### config.mk
export PLATFORM = sky130hd
export DESIGN_NAME = m31_multiplier_flat
export DESIGN_NICKNAME = d
export VERILOG_FILES = /design/src/rtl/m31_pkg.sv /design/src/rtl/multiplier_input_if.sv /design/src/rtl/multiplier_output_if.sv /design/src/rtl/m31_reduce.sv /design/src/rtl/m31_multiplier.sv /design/src/flat_wrapper.sv
export SDC_FILE = /design/constraint.sdc
export NUM_CORES = 2
export LEC_CHECK = 0
export BUFFER_PORTS_ARGS = -buffer_cell sky130_fd_sc_hd__buf_2
export CORE_MARGIN = 2
export CORE_UTILIZATION = 50
export CTS_CLUSTER_DIAMETER = 50
export CTS_CLUSTER_SIZE = 20
export DETAILED_ROUTE_END_ITERATION = 10
export PLACE_DENSITY = 0.63
export SLEW_MARGIN = 10
export SYNTH_ARGS = -nofsm -noshare
export SYNTH_HDL_FRONTEND = slang
export SYNTH_SLANG_ARGS = --single-unit
export TNS_END_PERCENT = 50
### constraint.sdc
create_clock -name clk -period 5.5 [get_ports clk]
set_input_delay 0.825 -clock clk [delete_from_list [all_inputs] [get_ports clk]]
set_output_delay 0.825 -clock clk [all_outputs]
set_load 0.01 [all_outputs]
### src/rtl/m31_pkg.sv
// m31_pkg: shared constants and types for the Mersenne-31 multiplier.
package m31_pkg;
    localparam int OPERAND_W = 31;
    localparam int PRODUCT_W = 62;
    localparam logic [OPERAND_W-1:0] M31_P = 31'h7FFF_FFFF;
    typedef logic [OPERAND_W-1:0] operand_t;
    typedef logic [PRODUCT_W-1:0] product_t;
endpackage

### src/rtl/multiplier_input_if.sv
// multiplier_input_if: operand bus.
//   in1, in2 : operands A and B
//   in_valid : operands present this cycle
interface multiplier_input_if #(parameter int INPUT_DATA_WIDTH = 31);
    logic [INPUT_DATA_WIDTH-1:0] in1;
    logic [INPUT_DATA_WIDTH-1:0] in2;
    logic in_valid;
    modport dut (input in1, in2, in_valid);
endinterface

### src/rtl/multiplier_output_if.sv
// multiplier_output_if: result bus.
//   out       : A*B mod P, zero-extended to the full-product width
//   out_valid : out holds a fresh result this cycle
interface multiplier_output_if #(parameter int OUTPUT_DATA_WIDTH = 62);
    logic [OUTPUT_DATA_WIDTH-1:0] out;
    logic out_valid;
    modport dut (output out, out_valid);
endinterface

### src/rtl/m31_reduce.sv
// m31_reduce: combinational reduction of a 62-bit product modulo 2^31-1.
//   p : full product
//   r : canonical residue in [0, P-1]
module m31_reduce
    import m31_pkg::*;
(
    input  product_t p,
    output operand_t r
);
    // 2^31 == 1 mod P, so the high half folds onto the low half; the sum stays below 2P
    logic [OPERAND_W:0] s;
    assign s = {1'b0, p[OPERAND_W-1:0]} + {1'b0, p[PRODUCT_W-1:OPERAND_W]};
    assign r = (s >= {1'b0, M31_P}) ? operand_t'(s - {1'b0, M31_P}) : s[OPERAND_W-1:0];
endmodule

### src/rtl/m31_multiplier.sv
// m31_multiplier: two-stage pipelined multiplier over GF(2^31-1).
//   clk    : clock, rising edge
//   rst    : asynchronous active-high reset
//   in_if  : operands in1/in2 with in_valid
//   out_if : residue out with out_valid, two cycles after issue
module m31_multiplier
    import m31_pkg::*;
(
    input  logic                    clk,
    input  logic                    rst,
    multiplier_input_if.dut         in_if,
    multiplier_output_if.dut        out_if
);
    product_t p_q;
    operand_t r_d, r_q;
    logic     v1_q, v2_q;

    m31_reduce u_reduce (.p(p_q), .r(r_d));

    // data registers only load on valid so out holds across bubbles
    always_ff @(posedge clk or posedge rst) begin
        if (rst) begin
            p_q  <= '0;
            v1_q <= 1'b0;
            r_q  <= '0;
            v2_q <= 1'b0;
        end else begin
            v1_q <= in_if.in_valid;
            v2_q <= v1_q;
            if (in_if.in_valid) p_q <= product_t'(in_if.in1) * product_t'(in_if.in2);
            if (v1_q) r_q <= r_d;
        end
    end

    assign out_if.out       = {{(PRODUCT_W-OPERAND_W){1'b0}}, r_q};
    assign out_if.out_valid = v2_q;
endmodule

### src/flat_wrapper.sv
// flat-port wrapper written by rule: the top's interface ports become plain ports
module m31_multiplier_flat import m31_pkg::*;
  (clk, rst, in_if_in1, in_if_in2, in_if_in_valid, out_if_out, out_if_out_valid);
  multiplier_input_if in_if_i ();
  multiplier_output_if out_if_i ();
  input  logic clk;
  input  logic rst;
  input wire logic [$bits(in_if_i.in1)-1:0] in_if_in1;
  input wire logic [$bits(in_if_i.in2)-1:0] in_if_in2;
  input wire logic [$bits(in_if_i.in_valid)-1:0] in_if_in_valid;
  output wire logic [$bits(out_if_i.out)-1:0] out_if_out;
  output wire logic [$bits(out_if_i.out_valid)-1:0] out_if_out_valid;
  assign in_if_i.in1 = in_if_in1;
  assign in_if_i.in2 = in_if_in2;
  assign in_if_i.in_valid = in_if_in_valid;
  assign out_if_out = out_if_i.out;
  assign out_if_out_valid = out_if_i.out_valid;
  m31_multiplier u_core (.clk(clk), .rst(rst), .in_if(in_if_i), .out_if(out_if_i));
endmodule
-- Word-level counts from Yosys, hierarchy flattened
Cells that the tools add are included.
- register bits: 95
- logic and storage cells: 9
- add/subtract/negate cells: 2
- multipliers: 1
- order comparisons: 1
- muxes and demuxes: 1
- operators by type and width (cell ; number):
    31-bit by 31-bit multiplier with 62-bit output ; 1
    31-bit by 31-bit adder with 32-bit output ; 1
    32-bit by 31-bit greater-or-equal comparator with 1-bit output (second input constant) ; 1
    31-bit 2-to-1 mux ; 1
    31-bit subtractor (second input constant) ; 1

-- Depth between registers and ports, before layout
- depth in word-level cells: 3
- gate-level depth with buffers: 29

-- Cells and area by module
From an unflattened synthesis, not the netlist that was laid out.
- cell total of the unflattened synthesis: 4109
- area total of the unflattened synthesis: 37656.1 um^2
- by module, submodules not included (module ; instances ; cells an instance ; area an instance (um^2) ; seq. area each (um^2)):
    m31_multiplier ; 1 ; 3715 ; 34897.2 ; 2377.3
    m31_reduce ; 1 ; 394 ; 2758.9 ; 0.0

-- Worst setup path after synthesis
OpenSTA, ideal clock, no wires.
- path type: input-to-reg
- start point: input port in_if_in2[7]
- end point: register u_core.p_q[55]
- setup time: 0.125 ns
- arrival: 7.622 ns
- slack: -2.247 ns
- stages on the path: 24
- cells stage by stage: clkbuf_1 nand2_1 fa_1 fa_1 fa_1 fa_1 inv_1 fa_1 fa_1 fa_1 inv_1 fa_1 inv_1 ha_1 a21o_1 o21bai_1 a311oi_1 nor4b_1 a211oi_1 o21ai_0 nand2_1 a311oi_1 xnor2_1 mux2_2
- word-level cells in the longest chain between the ends: 1
- ends and longest elaborated chain (what ; line ; RTL):
    from (decl) ; flat_wrapper.sv:9 ; input wire logic [$bits(in_if_i.in2)-1:0] in_if_in2;
    31-bit by 31-bit multiplier with 62-bit output ; m31_multiplier.sv:30 ; if (in_if.in_valid) p_q <= product_t'(in_if.in1) * product_t'(in_if.in2);
    to (signal assigned) ; m31_multiplier.sv:30 ;
    to (decl) ; m31_multiplier.sv:14 ; product_t p_q;
Every way passes these cells.
A chain may end at the register's enable or synchronous reset.

-- Worst setup path in the final report
- start point: input port in_if_in1[11]
- end point: register u_core.p_q[57]
- word-level cells in the longest chain between the ends: 1
- ends and longest elaborated chain (what ; line ; RTL):
    from (decl) ; flat_wrapper.sv:8 ; input wire logic [$bits(in_if_i.in1)-1:0] in_if_in1;
    31-bit by 31-bit multiplier with 62-bit output ; m31_multiplier.sv:30 ;
Every way passes these cells.

==> impl_metrics.py <==
metrics = {
    "finish": {
        "nFillCells": 6583,
        "final_area_um2": 43800,
        "final_nets": 5639,
        "layout-drive-gt1-share_pct": 19.5,
        "syn2layout_area_growth_pct": 17.0,
    },
    "cts": {
        "cts_max_path_buffers": 2,
        "cts-root-buf": "clkbuf_16",
        "cts.clk_slew.worst_paths_ns": 0.06,
        "cts-buffers-inserted": 9,
        "htreeDepth": 3,
        "clock_sinks": 95,
        "tritoncts": "yes",
        "clk_latency_ns": 0.36,
    },
    "route": {
        "first_iter_violations": 1486,
        "post-route-drc-count": 0,
        "wire_per_inst_um": 18.0,
        "wl_mm": 97.5,
        "first_pass_iters": 5,
        "ant_nets": 0,
        "vias": 28300,
        "vias_per_cell": 5.22,
    },
    "global_routing": {
        "grt_use_total_pct": 26.4,
        "grt_pass1_vias": 31000,
        "grt_max_degree": 70,
        "grt_pass1_wl_mm": 162,
        "grt_overflow_total": 0,
        "antenna_found_initial": 3,
    },
    "timing": {
        "period_share_pct": 138,
        "max_freq_mhz": 132,
        "fin_worst_skew_ns": 0.00745,
        "slew_headroom_pct": 41.8,
        "rsz0062_at_grt": "yes",
        "setup_viol": 52,
        "setup_slack_ns": -2.07,
        "layout_min_cycle_time_ns": 7.57,
        "max_slew.worst_pin.slew_ns": 0.867,
        "final-max-slew-violation-count": 0,
        "finalHoldViolations": 0,
    },
    "run": {
        "cap_violations": 0,
    },
    "die": {
        "initial_core_util_pct": 50.4,
        "core_um2": 74300,
        "die_h_um": 278,
        "chipWidth_um": 278,
        "rows": 100,
        "dieArea_um2": 77100,
        "ios": 128,
    },
    "synthesis": {
        "syn_area_um2": 37500,
        "ys_async_sr_fraction_pct": 100,
        "synth_edf_count": 0,
        "synth-seq-area-share_pct": 6.35,
        "yosysUniqueCellTypes": 77,
        "yosys.area.top_type_share_pct": 44.8,
        "yosysTopAreaCell": "fa_1",
        "synth_commonest_cells": "fa_1 (838), inv_1 (824), nand2_1 (535), and2_1 (507), ha_1 (287)",
        "yosys-top-cells-area": "fa_1 (45%), ha_1 (9.6%), and2_1 (8.5%)",
        "synth_ff_type": "dfrtp_1",
        "synth_most_common_cell": "fa_1",
        "synthCells": 4125,
        "synth_seq_cells": 95,
        "yosysWarningCount": 0,
        "syn_area_per_cell_um2": 9.08,
    },
    "placement": {
        "dp_hpwl_mm": 82.7,
        "io_buffer_count": 96,
        "dpl_cell_area_um2": 41600,
        "gp_congestion": 0.899,
    },
    "worst_setup_path": {
        "crit_path_frequent_cell": "fa_1",
        "slowest_stage": "fa_1",
        "max_stage_delay_ns": 0.57,
        "path_delay_family": "adder cells",
        "crit_fanout": 12,
        "crit_type": "primary input to flop",
        "critPathArrivalTime_ns": 7.81,
        "cp.required_ns": 5.74,
        "crit_path_end_kind": "flop",
        "cp-start-kind": "primary input",
        "crit_buf_inv": 10,
    },
    "outcome": {
        "violations": "setup timing",
        "status": "complete, but fails checks",
    },
    "hold_path": {
        "hold_path_class": "flop to flop",
    },
}
worst paths after layout:
path,startpoint,end,slack [ns],depth (start not counted)
hold reg to reg,u_core.r_q[9]$_DFFE_PP0P_,u_core.r_q[9]$_DFFE_PP0P_,0.50,1
max in group asynchronous,rst,u_core.p_q[59]$_DFFE_PP0P_,3.86,3
min in group asynchronous,rst,u_core.r_q[26]$_DFFE_PP0P_,0.52,2
setup / recovery,in_if_in1[11],u_core.p_q[57]$_DFFE_PP0P_,-2.07,29
hold / removal,u_core.r_q[9]$_DFFE_PP0P_,u_core.r_q[9]$_DFFE_PP0P_,0.50,1
setup reg to reg,u_core.p_q[31]$_DFFE_PP0P_,u_core.r_q[29]$_DFFE_PP0P_,0.74,14
flip-flops by register name, summed over array words and instances (netlist names):
name / cells
u_core.out_if.out_valid: 1
u_core.v1_q: 1
u_core.r_q: 31
u_core.p_q: 62
layout by cell type, fill, tap and decap left out, types with 10 or more instances in the layout:
master / Yosys / layout
a21o_1: 40 / 40
a21oi_1: 128 / 102
a21oi_2: 1 / 19
a31oi_1: 15 / 10
and2_1: 507 / 473
and2_4: 0 / 34
and3_1: 13 / 10
buf_12: 0 / 19
buf_2: 11 / 54
buf_4: 32 / 393
buf_6: 0 / 62
buf_8: 0 / 19
clkbuf_16: 0 / 11
conb_1: 1 / 31
dfrtp_1: 95 / 95
fa_1: 838 / 815
fa_2: 0 / 23
ha_1: 287 / 265
ha_4: 0 / 19
inv_1: 824 / 788
inv_2: 0 / 34
mux2_2: 59 / 52
nand2_1: 535 / 525
nand3_1: 28 / 25
nand4_1: 23 / 23
nor2_1: 88 / 85
nor3_1: 20 / 17
o2111ai_1: 14 / 14
o211ai_1: 20 / 20
o21a_1: 10 / 10
o21ai_0: 59 / 45
o21ai_1: 8 / 14
o21bai_1: 20 / 17
xnor2_1: 72 / 59
xnor2_2: 0 / 12
xor2_1: 30 / 27
routing by layer:
metal	global-route usage [%]	up-vias	share of wire, %
met5	0	-	0
met4	7.25	0	2.9
met3	2.28	150	3.5
met2	47.2	613	51
met1	34.3	14600	42
li1	-	13000	-
per-stage QoR:
stage / setup slack (ns) / cells / TNS (ns) / util [%] / hold WS (ns)
2_1_floorplan: -1.98 / 4155 / -71.95 / - / 0.352
3_3_place_gp: -2.72 / 5362 / -114.31 / 55.9 / 0.475
3_5_place_dp: -2.78 / 5362 / -115.92 / 55.9 / 0.479
4_1_cts: -2.15 / 5400 / -81.30 / 57.7 / 0.494
5_1_grt: -2.30 / 5427 / -93.97 / 59.0 / 0.533
6_report: -2.07 / 5427 / -82.99 / 59.0 / 0.504
cells by family after synthesis:
| family | Yosys count | synth area share (%) |
|---|---|---|
| buffers and inverters | 1095 | 11.3 |
| DFF | 95 | 6.35 |
| xor gates and xnor gates | 102 | 2.39 |
| adders and majority gates | 1125 | 54.4 |
| other | 1 | 0.0100 |
| AOI/OAI and AO/OA | 378 | 6.55 |
| muxes | 63 | 1.88 |
| and+or+nand+nor | 1266 | 17.1 |
final cells by class:
| type | instances | area, um2 | share of cell area, % |
|---|---|---|---|
| multi-input combinational | 2965 | 32100 | 73.3 |
| timing repair buffer | 553 | 4680 | 10.7 |
| inverter | 825 | 3100 | 7.08 |
| sequential | 95 | 2380 | 5.42 |
| tap | 969 | 1210 | 2.77 |
| clock buffer | 9 | 225 | 0.514 |
| clock inverter | 7 | 96.3 | 0.220 |
| antenna | 4 | 10.0 | 0.0228 |
repair_timing:
item	4_1_cts	5_1_grt
gates resized for setup	199	198
endpoints found under the setup margin	53	52
setup buffers	23	24
pin swaps	112	96
hold buffers	0	0
endpoints found under the hold margin	0	0
cloned	1	3
Power is left out: the tool's default activity adds up to more than one toggle a clock period on the data nets, which glitch-free logic cannot reach.
